File: config.mk
export PLATFORM = sky130hd
export DESIGN_NAME = stack_sequencer
export DESIGN_NICKNAME = d
export VERILOG_FILES = /design/src/rtl/stack_sequencer.sv
export SDC_FILE = /design/constraint.sdc
export NUM_CORES = 1
export LEC_CHECK = 0
export CAP_MARGIN = 20
export CORE_ASPECT_RATIO = 2
export CORE_MARGIN = 2
export CORE_UTILIZATION = 52
export CTS_CLUSTER_DIAMETER = 100
export DETAILED_ROUTE_END_ITERATION = 10
export GPL_ROUTABILITY_DRIVEN = 1
export PLACE_DENSITY = 0.88
export SYNTH_ARGS = -nofsm -noshare
export SYNTH_HDL_FRONTEND = slang
export SYNTH_SLANG_ARGS = --single-unit
File: constraint.sdc
create_clock -name CLK -period 8.64 [get_ports CLK]
set_clock_uncertainty 0.1 [all_clocks]
set_input_delay 1.728 -clock CLK [delete_from_list [all_inputs] [get_ports CLK]]
set_output_delay 1.728 -clock CLK [all_outputs]
set_load 0.005 [all_outputs]
File: src/rtl/stack_sequencer.sv
// stack_sequencer: multi-cycle controller for the stack processor datapath.
// Fetches opcodes from a combinational instruction memory, sequences a
// single-port synchronous stack RAM and keeps a registered top-of-stack copy.
module stack_sequencer #(
    parameter int unsigned DATA_W     = 32,
    parameter int unsigned DEPTH_LOG2 = 8,
    parameter int unsigned PC_W       = 32
) (
    input  logic                  CLK,
    input  logic                  RST_N,
    input  logic                  step,
    input  logic [7:0]            inst,
    input  logic [DATA_W-1:0]     imm,
    input  logic [DATA_W-1:0]     mem_rdata,
    output logic [PC_W-1:0]       pc,
    output logic [DEPTH_LOG2-1:0] mem_addr,
    output logic [DATA_W-1:0]     mem_wdata,
    output logic                  mem_we,
    output logic                  mem_re,
    output logic [DATA_W-1:0]     top_item,
    output logic                  top_valid,
    output logic [DEPTH_LOG2:0]   depth,
    output logic                  busy,
    output logic                  halted,
    output logic [1:0]            fault
);

    typedef enum logic [2:0] {
        S_IDLE,
        S_EXEC,
        S_POP_LOAD,
        S_HALT,
        S_FAULT
    } state_t;

    localparam logic [7:0] OP_NOP   = 8'h00;
    localparam logic [7:0] OP_POP   = 8'h02;
    localparam logic [7:0] OP_PUSH  = 8'h10;
    localparam logic [7:0] OP_PUSH0 = 8'h11;
    localparam logic [7:0] OP_INC   = 8'h20;
    localparam logic [7:0] OP_HALT  = 8'hFF;

    localparam logic [DEPTH_LOG2:0] FULL = {1'b1, {DEPTH_LOG2{1'b0}}};

    localparam logic [1:0] FAULT_OVER  = 2'b01;
    localparam logic [1:0] FAULT_UNDER = 2'b10;

    state_t state;

    logic                  stack_full;
    logic                  stack_empty;
    logic [DEPTH_LOG2-1:0] push_addr;
    logic [DEPTH_LOG2-1:0] top_addr;
    logic [DEPTH_LOG2-1:0] below_addr;
    logic [DATA_W-1:0]     top_inc;

    // Address arithmetic is done modulo the RAM size; the full-depth case
    // never reaches push_addr because a push to a full stack faults.
    always_comb begin
        stack_full  = (depth == FULL);
        stack_empty = (depth == '0);
        push_addr   = depth[DEPTH_LOG2-1:0];
        top_addr    = depth[DEPTH_LOG2-1:0] - DEPTH_LOG2'(1);
        below_addr  = depth[DEPTH_LOG2-1:0] - DEPTH_LOG2'(2);
        top_inc     = top_item + DATA_W'(1);
    end

    // RAM strobes: decoded from the current opcode, only ever asserted in EXEC.
    always_comb begin
        mem_we    = 1'b0;
        mem_re    = 1'b0;
        mem_addr  = '0;
        mem_wdata = '0;
        if (state == S_EXEC) begin
            case (inst)
                OP_PUSH: begin
                    if (!stack_full) begin
                        mem_we    = 1'b1;
                        mem_addr  = push_addr;
                        mem_wdata = imm;
                    end
                end
                OP_PUSH0: begin
                    if (!stack_full) begin
                        mem_we   = 1'b1;
                        mem_addr = push_addr;
                    end
                end
                OP_INC: begin
                    if (!stack_empty) begin
                        mem_we    = 1'b1;
                        mem_addr  = top_addr;
                        mem_wdata = top_inc;
                    end
                end
                OP_POP: begin
                    if (depth > (DEPTH_LOG2+1)'(1)) begin
                        mem_re   = 1'b1;
                        mem_addr = below_addr;
                    end
                end
                default: ;
            endcase
        end
    end

    // Sequencer FSM with registered architectural outputs. A pop that has to
    // reload from RAM defers its depth decrement to POP_LOAD so that depth,
    // top_item and pc all move together on the completing edge.
    always_ff @(posedge CLK or negedge RST_N) begin
        if (!RST_N) begin
            state     <= S_IDLE;
            pc        <= '0;
            depth     <= '0;
            top_item  <= '0;
            top_valid <= 1'b0;
            busy      <= 1'b0;
            halted    <= 1'b0;
            fault     <= 2'b00;
        end else begin
            case (state)
                S_IDLE: begin
                    if (step) begin
                        state <= S_EXEC;
                        busy  <= 1'b1;
                    end
                end
                S_EXEC: begin
                    case (inst)
                        OP_HALT: begin
                            halted <= 1'b1;
                            state  <= S_HALT;
                        end
                        OP_PUSH, OP_PUSH0: begin
                            if (stack_full) begin
                                fault <= FAULT_OVER;
                                state <= S_FAULT;
                            end else begin
                                top_item  <= (inst == OP_PUSH) ? imm : '0;
                                depth     <= depth + (DEPTH_LOG2+1)'(1);
                                top_valid <= 1'b1;
                                pc        <= pc + ((inst == OP_PUSH) ? PC_W'(5) : PC_W'(1));
                                state     <= S_IDLE;
                                busy      <= 1'b0;
                            end
                        end
                        OP_INC: begin
                            if (stack_empty) begin
                                fault <= FAULT_UNDER;
                                state <= S_FAULT;
                            end else begin
                                top_item <= top_inc;
                                pc       <= pc + PC_W'(1);
                                state    <= S_IDLE;
                                busy     <= 1'b0;
                            end
                        end
                        OP_POP: begin
                            if (stack_empty) begin
                                fault <= FAULT_UNDER;
                                state <= S_FAULT;
                            end else if (depth == (DEPTH_LOG2+1)'(1)) begin
                                depth     <= '0;
                                top_item  <= '0;
                                top_valid <= 1'b0;
                                pc        <= pc + PC_W'(1);
                                state     <= S_IDLE;
                                busy      <= 1'b0;
                            end else begin
                                state <= S_POP_LOAD;
                            end
                        end
                        default: begin
                            pc    <= pc + PC_W'(1);
                            state <= S_IDLE;
                            busy  <= 1'b0;
                        end
                    endcase
                end
                S_POP_LOAD: begin
                    top_item <= mem_rdata;
                    depth    <= depth - (DEPTH_LOG2+1)'(1);
                    pc       <= pc + PC_W'(1);
                    state    <= S_IDLE;
                    busy     <= 1'b0;
                end
                S_HALT, S_FAULT: ;
                default: begin
                    state <= S_IDLE;
                    busy  <= 1'b0;
                end
            endcase
        end
    end

endmodule

# --- Yosys cells after proc, flatten, opt, wreduce, memory -nomap -nowiden ---
# Cells that the tools add are included.
word_totals:
  in_bits: 75
  romBits: 0
  register_bits: 81
  ram_bits: 0
  output_inout_bits: 120
  latchBits: 0
  memories: 0
  elab_cells: 111
classes:
  mux: 54
  add_sub_neg: 7
  magnitude_cmp: 1
  div_mod_pow: 0
  n_bitwise: 1
  n_eq_ne: 24
  n_reduce_logical: 16
  shifts: 0
  multipliers: 0
ops:
  columns: ["operator", "n"]
  rows:
  - ["32-bit two-way mux", 12]
  - ["32-bit one-hot mux with 2 select lines", 3]
  - ["32-bit one-hot mux with 4 select lines", 1]
  - ["32-bit one-hot mux with 3 select lines", 1]
  - ["32-bit by 1-bit adder with 32-bit output, second input constant", 2]
  - ["9-bit one-hot mux with 2 select lines", 2]
  - ["32-bit by 3-bit adder with 32-bit output", 1]
  - ["8-bit two-way mux", 4]
  - ["9-bit two-way mux", 3]
  - ["8-bit one-hot mux with 3 select lines", 1]
  - ["8-bit by 5-bit equality test with 1-bit output, second input constant", 2]
  - ["3-bit two-way mux", 5]
  - ["1-bit two-way mux", 12]
  - ["3-bit inequality test, second input constant", 4]
  - ["3-bit one-hot mux with 4 select lines", 1]
  - ["6-bit AND reduction", 2]
  - ["2-bit inequality test, second input constant", 5]
  - ["5-bit AND reduction", 2]
  - ["9-bit by 1-bit adder with 9-bit output, second input constant", 1]
  - ["9-bit by 1-bit equality test with 1-bit output, second input constant", 1]
  - ["9-bit equality test, second input constant", 1]
  - ["9-bit by 1-bit greater-than comparator with 1-bit output, second input constant", 1]
  - ["9-bit logical NOT", 1]
  - ["3-bit one-hot mux with 3 select lines", 1]
  - ["24 further kinds", 34]

# --- Longest topological paths before layout ---
depth:
  ltp_word: 6
  depth_mapped: 10

# --- Worst setup path after synthesis ---
# Ideal clock, no wire load.
synth_path:
  path_type: "input -> output"
  startpoint: "in inst[2]"
  endpoint: "out mem_addr[6]"
  t_required_ns: 6.812
  arrival_ns: 3.577
  setup_slack_ns: 3.235
  stages: 7
  n_path_buf: 1
  cell_sequence: "or4_4 -> buf_6 -> nor3_4 -> o311a_1 -> a31oi_1 -> or3b_1 -> a21oi_1"
synth_between:
  elab_chain_len: 4
synth_rtl:
  columns: ["item", "line_no", "rtl"]
  rows:
  - ["start, declared", "12", "input logic [7:0] inst,"]
  - ["8-bit by 5-bit equality test with 1-bit output", "75", "case (inst)"]
  - ["2-bit OR reduction (no source line)", null, null]
  - ["8-bit one-hot mux with 3 select lines *", "75", null]
  - ["8-bit two-way mux *", "74", "if (state == S_EXEC) begin"]
  - ["end, declared", "16", "output logic [DEPTH_LOG2-1:0] mem_addr,"]
# Mark *: on every way between the ends. The rest lies on a longest branch, timed or not.

# --- Final worst setup path ---
# Ends and elaborated chain as after synthesis.

==> reports/qor.csv <==
stage;metric;value;unit
timing;Max-slew headroom;0.250;
synth;Simple-Gate Fraction of Synth Area;0.288;
detailed_routing;vias per cell;6.61;
synth;top post-synthesis cells by area;dfrtp_1, xnor2_1, a22oi_1;
placed_design;placed cells;1067;
floorplan;total I/O pin count;195;
synth;Adder-Cell Fraction of Synth Area;0.0178;
placed_design;pre-CTS setup slack;1.80;ns
detailed_routing;via count;7165;
floorplan;core box area;12000;um^2
pwr;Max VDD drop;0.129;mV
timing;hold_ws;0.377;ns
timing;Hold Fails Final Rpt;0;
run;Max Cap Viol;0;
synth;Avg Cell Area, Syn;8.15;um^2
finish;most frequent cells in the layout;clkdlybuf4s50_1, nor2_1, dfrtp_1;
timing;Fmax;144;MHz
synth;ys async rst share;1.00;
detailed_routing;initial DRC count;609;
finish;final cell count without fillers;1084;
finish;# fillers;911;
worst_setup_path;Worst Path Max Fanout;15;
finish;commonest non-fill, non-tap cell in the layout;clkdlybuf4s50_1;
floorplan;Rows;57;
worst_setup_path;Worst setup EP type;output port;
clock_tree;Root Driver;clkbuf_16;
synth;XOR/XNOR share of the synthesized area;0.0885;
synth;Yosys Warn Count;0;
synth;synthesized cell area;6330;um^2
synth;Yosys top cell area share;0.320;
worst_setup_path;Top delay family on crit path;simple AND/OR/NAND/NOR gates;
synth;Netlist cell types;81;
floorplan;Starting Density;0.529;
clock_tree;CTS tree;yes;
finish;Nets;1016;
timing;Final setup violation count;0;
finish;layout cells sized above 1;0.0512;
finish;Layout Utilization;0.719;
clock_tree;# Post-CTS Setup Buffers;0;
clock_tree;cts bufs inserted;9;
detailed_routing;Pre-antenna DRT Iters;6;
synth;post-synthesis compound-gate area fraction;0.233;
placed_design;Placed Area;8260;um^2
grt;vias in the first global route;6919;
pwr;total power;0.876;mW
grt;global-route wire length before repair;34.2;mm
synth;area leader, netlist;dfrtp_1;
placed_design;post-DP HPWL;15.2;mm
status;status;complete, no violations;
detailed_routing;Antenna Violating Nets Remaining;0;
grt;total congestion overflow;0;
clock_tree;clk slew on worst S/H paths;0.06;ns
timing;Worst-Margin Slew;1.13;ns
worst_setup_path;critical path, cell by cell;clkdlybuf4s50_1 > or4_4 > nor3_4 > o311a_1 > a31oi_1 > or3b_1 > a21oi_1 > clkdlybuf4s50_1;
finish;n_diodes;0;
clock_tree;H-tree depth;3;
worst_setup_path;Startpoint Class;primary input;
timing;Slew Limit Fails;0;
timing;crit path time final;6.92;ns
floorplan;die area;13100;um^2
clock_tree;clk buf depth;2;
timing;Final Cycle Share;0.801;
synth;register bit total from synthesis;81;
clock_tree;clock latency on the worst-skew pair;0.34;ns
timing;Final WS setup;1.72;ns
worst_setup_path;Most common cell on crit path;clkdlybuf4s50_1;
pwr;P per Cell Area;102;nW/um^2
worst_setup_path;Critical Path AT;5.10;ns
worst_setup_path;Max stage delay on crit path;0.67;ns
finish;final instance area;8610;um^2
synth;Post-Syn Instances;777;
timing;unrepaired setup endpoints after global routing;no;
grt;initial antenna violation count;0;
floorplan;Die Ht;160;um
synth;Post-synth EDFFs;0;
synth;mux share of post-synthesis cell area;0.00790;
worst_setup_path;WP data required;6.81;ns
synth;syn nets;861;
synth;Synth Flop Type;dfrtp_1;
clock_tree;post_cts resized;0;
worst_setup_path;Slowest cell on crit path;or4_4;
worst_setup_path;kind of critical path;primary input to output port;
detailed_routing;DRC;0;
placed_design;I/O Buffers;194;
synth;largest family of logic cells by synthesized area;simple AND/OR/NAND/NOR gates;
finish;P&R area growth vs syn;36.0;%
worst_setup_path;worst path bufs/invs;2;
hold_path;type of the worst min-delay path;register to register;
detailed_routing;DR WL/cell;19.8;um
detailed_routing;overall routed net length;21.5;mm
grt;largest net degree at the start of global routing;82;
timing;setup_tns;0;ns
clock_tree;Sink Count;81;
synth;sequential fraction of the synthesis area;0.320;
grt;Total Routing Usage GR;0.328;
pwr;Pleak;3.19;nW
floorplan;DIE WIDTH;82.0;um
placed_design;routability congestion estimate;0.946;
clock_tree;Hold Buf Count CTS;0;
-- sequential cells by signal, summed over array words and instances (netlist names) --
signal     flops
pc            32
top_item      32
depth          9
state          3
fault          2
busy           1
halted         1
top_valid      1
-- cells in the mapped netlist (5+ instances only) --
| cell | number |
|---|---|
| nor2_1 | 85 |
| dfrtp_1 | 81 |
| nand2_1 | 59 |
| a22oi_1 | 43 |
| clkbuf_1 | 42 |
| nand3_1 | 38 |
| xnor2_1 | 37 |
| a21oi_1 | 36 |
| nor3_1 | 36 |
| nand4_1 | 30 |
| xor2_1 | 27 |
| o21ai_1 | 26 |
| o21ai_0 | 23 |
| a22o_1 | 16 |
| nand2b_1 | 12 |
| nor4_1 | 12 |
| buf_2 | 11 |
| ha_1 | 9 |
| o31ai_1 | 9 |
| or3_1 | 9 |
| a221oi_1 | 7 |
| a31oi_1 | 7 |
| and3_1 | 7 |
| inv_1 | 7 |
| mux2i_1 | 5 |
| or4_1 | 5 |
-- area by class of cell --
cell class,instances,area (um^2),area share
Sequential cell,81,2030,0.235
Timing Repair Buffer,203,2030,0.235
Clock inverter,6,90.1,0.0105
Inverter,7,26.3,0.00305
Multi-Input combinational cell,630,4030,0.468
Clock buffer,10,229,0.0266
Tap cell,147,184,0.0214
-- path summary, 6_finish.rpt --
path,end,cells after the start,startpoint,slack [ns]
worst max register to register,top_item[4]$_DFFE_PN0P_,8,depth[0]$_DFFE_PN0P_,5.45
worst max-delay path,mem_addr[6],8,inst[2],1.72
worst min register to register,pc[31]$_DFFE_PN0P_,1,pc[31]$_DFFE_PN0P_,0.38
max in group asynchronous,depth[2]$_DFFE_PN0P_,2,RST_N,6.64
worst min-delay path,pc[31]$_DFFE_PN0P_,1,pc[31]$_DFFE_PN0P_,0.38
min in group asynchronous,top_item[25]$_DFFE_PN0P_,1,RST_N,1.16
-- power by group --
part	internal, mW	switching, mW	leakage [nW]
clock	0.255	0.166	0.153
combinational	0.0405	0.0296	1.95
sequential	0.381	0.00399	1.09
total	0.676	0.200	3.19
-- cells by family after synthesis --
family                   Yosys count
AND/OR/NAND/NOR                  339
AO/OA/AOI/OAI                    213
flip-flops                        81
buffers and inverters             66
XOR/XNOR                          64
adder cells (fa/ha/maj)            9
multiplexers                       5
-- per-layer routing --
metal	global-route usage	up-vias	wire, um
met4	0.163	0	952
met5	0	-	0
met2	0.536	472	10600
li1	-	3213	-
met3	0.0678	89	2190
met1	0.399	3391	7760
No activity file was read; power rests on OpenSTA's default activity.
==> variant 1, RTL diff (config.mk and constraints unchanged) <==
Add an input register stage for `step`, `inst`, `imm` and `mem_rdata`; this delays them by one clock.
--- a/src/rtl/stack_sequencer.sv
+++ b/src/rtl/stack_sequencer.sv
@@ -46,4 +46,16 @@
     localparam logic [1:0] FAULT_UNDER = 2'b10;
 
+    logic step_q;
+    logic [7:0] inst_q;
+    logic [DATA_W-1:0] imm_q;
+    logic [DATA_W-1:0] mem_rdata_q;
+
+    always_ff @(posedge CLK) begin
+        step_q      <= step;
+        inst_q      <= inst;
+        imm_q       <= imm;
+        mem_rdata_q <= mem_rdata;
+    end
+
     state_t state;
 
@@ -73,10 +85,10 @@
         mem_wdata = '0;
         if (state == S_EXEC) begin
-            case (inst)
+            case (inst_q)
                 OP_PUSH: begin
                     if (!stack_full) begin
                         mem_we    = 1'b1;
                         mem_addr  = push_addr;
-                        mem_wdata = imm;
+                        mem_wdata = imm_q;
                     end
                 end
@@ -121,5 +133,5 @@
             case (state)
                 S_IDLE: begin
-                    if (step) begin
+                    if (step_q) begin
                         state <= S_EXEC;
                         busy  <= 1'b1;
@@ -127,5 +139,5 @@
                 end
                 S_EXEC: begin
-                    case (inst)
+                    case (inst_q)
                         OP_HALT: begin
                             halted <= 1'b1;
@@ -137,8 +149,8 @@
                                 state <= S_FAULT;
                             end else begin
-                                top_item  <= (inst == OP_PUSH) ? imm : '0;
+                                top_item  <= (inst_q == OP_PUSH) ? imm_q : '0;
                                 depth     <= depth + (DEPTH_LOG2+1)'(1);
                                 top_valid <= 1'b1;
-                                pc        <= pc + ((inst == OP_PUSH) ? PC_W'(5) : PC_W'(1));
+                                pc        <= pc + ((inst_q == OP_PUSH) ? PC_W'(5) : PC_W'(1));
                                 state     <= S_IDLE;
                                 busy      <= 1'b0;
@@ -179,5 +191,5 @@
                 end
                 S_POP_LOAD: begin
-                    top_item <= mem_rdata;
+                    top_item <= mem_rdata_q;
                     depth    <= depth - (DEPTH_LOG2+1)'(1);
                     pc       <= pc + PC_W'(1);
Formal check against the unedited RTL: not equivalent (Yosys sat finds a counterexample within 4 cycles, from zero or initial values and one cycle with RST_N low).
==> variant 1 against the original RTL <==
  * Routed wire length rose by 12%
  * Synthesized area is 19% higher
  * Critical path type is now reg -> out
  * Via count increased by 1.5%
  * Setup slack better by 1.3 ns
  * Design area rose by 18%
  * Final cell count is 9.0% higher
  * Sequential cell count is 73 higher
  * Register-to-register slack worse by 0.28 ns
Power is not compared: it rests on default switching activity, and its combinational part moved more than twofold at a synthesized area within 25%.
==> variant 1: results (changes against the original RTL) <==
.. list-table::
   :header-rows: 1

   * - Metric
     - Value
   * - Worst hold slack after final layout
     - 0.3647 ns (-0.01235 ns)
   * - Met2 Resource Use GR
     - 54.23% (+0.64 points)
   * - Number of placed instances, taps included
     - 1150 (+7.8%)
   * - Global Route met1 Usage
     - 34.26% (-5.7 points)
   * - Share of cells above drive strength 1
     - 7.273% (+2.1 points)
   * - Complex-gate fraction of the synthesized area
     - 19.86% (-3.4 points)
   * - Max stage delay cell, worst path
     - sky130_fd_sc_hd__dfxtp_1
   * - Share of synthesized area spent on multiplexers
     - 0.1491% (-0.64 points)
   * - Fraction of standard cell area in multi-input logic
     - 37.25% (-9.5 points)
   * - Final-layout fill cell count
     - 1111 (+22%)
   * - Run status
     - finished, final reports clean
   * - Critical Path End
     - mem_addr[7]
   * - Tot GR Track Use
     - 31.25% (-1.6 points)
   * - Critical Path Source
     - inst_q[5]
   * - List of most frequent post-synthesis cells
     - sky130_fd_sc_hd__nor2_1, sky130_fd_sc_hd__dfrtp_1, sky130_fd_sc_hd__dfxtp_1, sky130_fd_sc_hd__nand2_1, sky130_fd_sc_hd__o21ai_0
   * - Largest driver fanout on the critical path
     - 31 (+16)
   * - Data arrival time of the critical path
     - 3.78 ns (-1.32 ns)
   * - R2R setup slack
     - 5.17 ns (-0.28 ns)
   * - Total Nets Final
     - 1061 (+4.4%)
   * - Fraction of area in clock buffers and inverters
     - 5.446% (+1.7 points)
   * - Critical Path Max Stage Delay
     - 0.60 ns (-0.07 ns)
   * - Synthesized-area fraction occupied by adder cells
     - 1.624% (-0.15 points)
   * - Clkbuf count
     - 20 (+10)
   * - Mapped Nets
     - 888 (+3.1%)
   * - Clock latency on the worst-skew pair
     - 0.43 ns (+0.09 ns)
   * - Number of clock sinks
     - 154 (+90%)
   * - Worst Max-Slew Pin Slew
     - 1.180 ns (+0.05451 ns)
   * - Sequential share of the synthesized area
     - 46.19% (+14 points)
   * - Non-clock buffers, area share
     - 20.11% (-3.4 points)
   * - Placed wire-length estimate after detailed placement
     - 17130 µm (+13%)
   * - Met3 layer usage reported by global route
     - 5.603% (-1.2 points)
   * - Number of clock buffers inserted by TritonCTS
     - 17 (+8)
   * - Pin count of the biggest net entering global routing
     - 56 (-32%)
   * - Number of instances in the synthesized netlist
     - 804 (+3.5%)
   * - Die footprint
     - 15560 µm² (+19%)
   * - First-pass GRT wire length
     - 37570 µm (+9.9%)
   * - Hold endpoint
     - halted
==> variant 1: changes by cell type in the layout (fill, tap and decap cells not counted), moves of 9 or more <==
cell	change
sky130_fd_sc_hd__o21ai_1	-26
sky130_fd_sc_hd__a22o_1	-16
sky130_fd_sc_hd__xnor2_1	+11
sky130_fd_sc_hd__o21ai_0	+27
sky130_fd_sc_hd__dfxtp_1	+73
sky130_fd_sc_hd__nor3_1	-24
sky130_fd_sc_hd__nand2b_1	-9
sky130_fd_sc_hd__a22oi_1	-12
sky130_fd_sc_hd__xor2_1	-13
sky130_fd_sc_hd__nand3_1	-12
==> variant 1: where the power goes <==
group / total (W) / switching (W) / internal [W]
sequential: 0.000857 / 0.0000846 / 0.000772
clock: 0.000706 / 0.000321 / 0.000385
combinational: 0.000308 / 0.000142 / 0.000166
==> variant 1: cells by family after synthesis <==
logic type,Yosys count
flops,154
mux,1
fa+ha+maj,10
buf+inv,64
compound gates,211
simple gates,302
xor+xnor,62
==> variant 2, RTL diff (same flow settings) <==
Made on the original files. `DATA_W`: 32 -> 64.
--- a/src/rtl/stack_sequencer.sv
+++ b/src/rtl/stack_sequencer.sv
@@ -3,5 +3,5 @@
 // single-port synchronous stack RAM and keeps a registered top-of-stack copy.
 module stack_sequencer #(
-    parameter int unsigned DATA_W     = 32,
+    parameter int unsigned DATA_W     = 64,
     parameter int unsigned DEPTH_LOG2 = 8,
     parameter int unsigned PC_W       = 32
Ports: changed (resized imm, mem_rdata, mem_wdata and top_item); port bits go from 195 to 323. The function was not compared with the original's and may differ.
==> variant 2 against the original RTL <==
  * Synthesized area grew 39%
  * Routed wire length grew 74%
  * Sequential share of layout area shrank 1.4 points
  * Sequential power up 100%
  * Critical path depth stayed put
  * Combinational power grew to 8.6 times the old value
  * First-iteration DRC count up 43%
  * Final cell count rose by 55%
  * Setup slack worse by 0.25 ns
  * Synthesized cell count up 51%
  * Design area grew 48%
  * Critical endpoint is now mem_wdata[37]
  * Sequential cell count up 32
  * Total power increased to 2.5 times the old value
  * Register-to-register slack worse by 0.48 ns
==> variant 2: results (changes against the original RTL) <==
.. list-table::
   :header-rows: 1

   * - Metric
     - Value
   * - Worst min path class
     - reg -> reg
   * - Global placer's final weighted congestion
     - 0.9200 (-2.8%)
   * - Mapped Nets
     - 1322 (+54%)
   * - Predominant post-synthesis flop cell
     - sky130_fd_sc_hd__dfrtp_1
   * - Cell with the most instances after synthesis
     - sky130_fd_sc_hd__nand2_1
   * - Number of antenna violations at the first check in global routing
     - 3 (+3)
   * - Clock latency on the worst-skew pair
     - 0.44 ns (+0.10 ns)
   * - Max stage delay cell, worst path
     - sky130_fd_sc_hd__clkdlybuf4s50_1
   * - Largest driver fanout on the critical path
     - 32 (+17)
   * - Placed wire-length estimate after detailed placement
     - 26440 µm (+74%)
   * - Starting DRC count in detailed routing
     - 872 (+43%)
   * - Peak supply drop
     - 129.8 µV (+0.55%)
   * - List of most frequent post-synthesis cells
     - sky130_fd_sc_hd__nand2_1, sky130_fd_sc_hd__nor2_1, sky130_fd_sc_hd__dfrtp_1, sky130_fd_sc_hd__o21ai_0
   * - Number of placed instances, taps included
     - 1640 (+54%)
   * - Beginning of the worst hold path
     - halted
   * - Number of global-route vias before repair
     - 10610 (+53%)
   * - Critical R2R Launch
     - depth[3]
   * - Worst Max-Slew Pin Slew
     - 1.059 ns (-0.06614 ns)
   * - Critical Path Source
     - inst[1]
   * - Port bufs
     - 322 (+66%)
   * - Final-layout fill cell count
     - 1210 (+33%)
   * - Static power due to leakage
     - 4.631 nW (+45%)
   * - Tot GR Track Use
     - 41.37% (+8.6 points)
   * - Share of cells above drive strength 1
     - 5.252% (+0.13 points)
   * - Vias post-DR
     - 10900 (+52%)
   * - TritonRoute pass-1 iters
     - 7 (+1)
   * - Area contributors post-synth
     - sky130_fd_sc_hd__dfrtp_1, sky130_fd_sc_hd__nand2_1, sky130_fd_sc_hd__nor2_1
   * - H-tree levels
     - 4 (+1)
   * - Number of instances in the synthesized netlist
     - 1174 (+51%)
   * - Cell variety after synth
     - 61 (-25%)
   * - Pin count of the biggest net entering global routing
     - 71 (-13%)
   * - Detailed Route WL
     - 37360 µm (+74%)
   * - Registers with the most flip-flops
     - top_item: 64 flops, pc: 32 flops, depth: 9 flops
   * - Data arrival time of the critical path
     - 5.35 ns (+0.25 ns)
   * - Number of clock buffers inserted by TritonCTS
     - 17 (+8)
   * - First-pass GRT wire length
     - 56960 µm (+67%)
   * - Non-Filler Instances
     - 1676 (+55%)
   * - Run status
     - finished, final reports clean
   * - Sequential share of the synthesized area
     - 32.23% (+0.22 points)
[variant 2: cell types whose count changed after synthesis, moves of 18 or more]
cell,delta
sky130_fd_sc_hd__o21ai_0,+69
sky130_fd_sc_hd__nor2_1,+52
sky130_fd_sc_hd__nor3b_1,+19
sky130_fd_sc_hd__xnor2_1,+19
sky130_fd_sc_hd__clkbuf_1,+32
sky130_fd_sc_hd__nor3_1,+38
sky130_fd_sc_hd__dfrtp_1,+32
sky130_fd_sc_hd__a21oi_1,+18
sky130_fd_sc_hd__o211ai_1,+23
sky130_fd_sc_hd__nand2_1,+114
sky130_fd_sc_hd__o21ai_1,-25
[variant 2: layout make-up]
type / instances / share of cell area [%]
Inverter: 24 / 0.7046
Antenna cell: 3 / 0.05871
Multi-Input combinational cell: 955 / 43.40
Clock inverter: 11 / 1.644
Sequential cell: 113 / 22.12
Clock buffer: 19 / 3.542
Timing Repair Buffer: 344 / 26.51
Tap cell: 207 / 2.026
[variant 2: worst paths after layout]
check	endpoint	slack, ns	cells after the start
worst max-delay path	mem_wdata[37]	1.46	8
worst min-delay path	halted	0.36	1
worst max register to register	top_item[30]	4.97	8
worst min register to register	halted	0.36	1
max in group asynchronous	top_item[22]	5.84	2
min in group asynchronous	pc[17]	1.22	1
[variant 2: critical path, delay by kind of cell]
kind	cells	cell delay [ns]
buffers and inverters	3	1.65
AND/OR/NAND/NOR	4	1.63
AO/OA/AOI/OAI	1	0.32
[variant 2: cell families after synthesis]
group | count (synthesis) | synth area share (%)
AO/OA/AOI/OAI | 294 | 21.45
XOR/XNOR | 94 | 9.468
adder cells (fa/ha/maj) | 10 | 1.397
buffers and inverters | 106 | 4.820
flip-flops | 113 | 32.23
multiplexers | 2 | 0.2566
AND/OR/NAND/NOR | 555 | 30.39
[variant 2: power breakdown]
part / internal [W] / total [W] / switching (W)
registers: 0.000624 / 0.000787 / 0.000163
clock network: 0.000550 / 0.000816 / 0.000266
logic: 0.000349 / 0.000607 / 0.000259
[variant 2: metal layers]
layer	GRT usage (%)	vias up	share of wire [%]
met5	0	-	0
met3	9.723	239	9.7
li1	-	4780	-
met1	44.49	5083	32
met2	67.78	793	49
met4	31.70	0	8.9
[variant 2: metrics by stage]
step                      instance area, µm²  setup slack [ns]
after CTS                              12750             1.611
after detailed placement               12090             1.666
after global placement                 12090             1.801
final                                  12790             1.462
after floorplan                         8775             2.923
after global routing                   12790             1.310
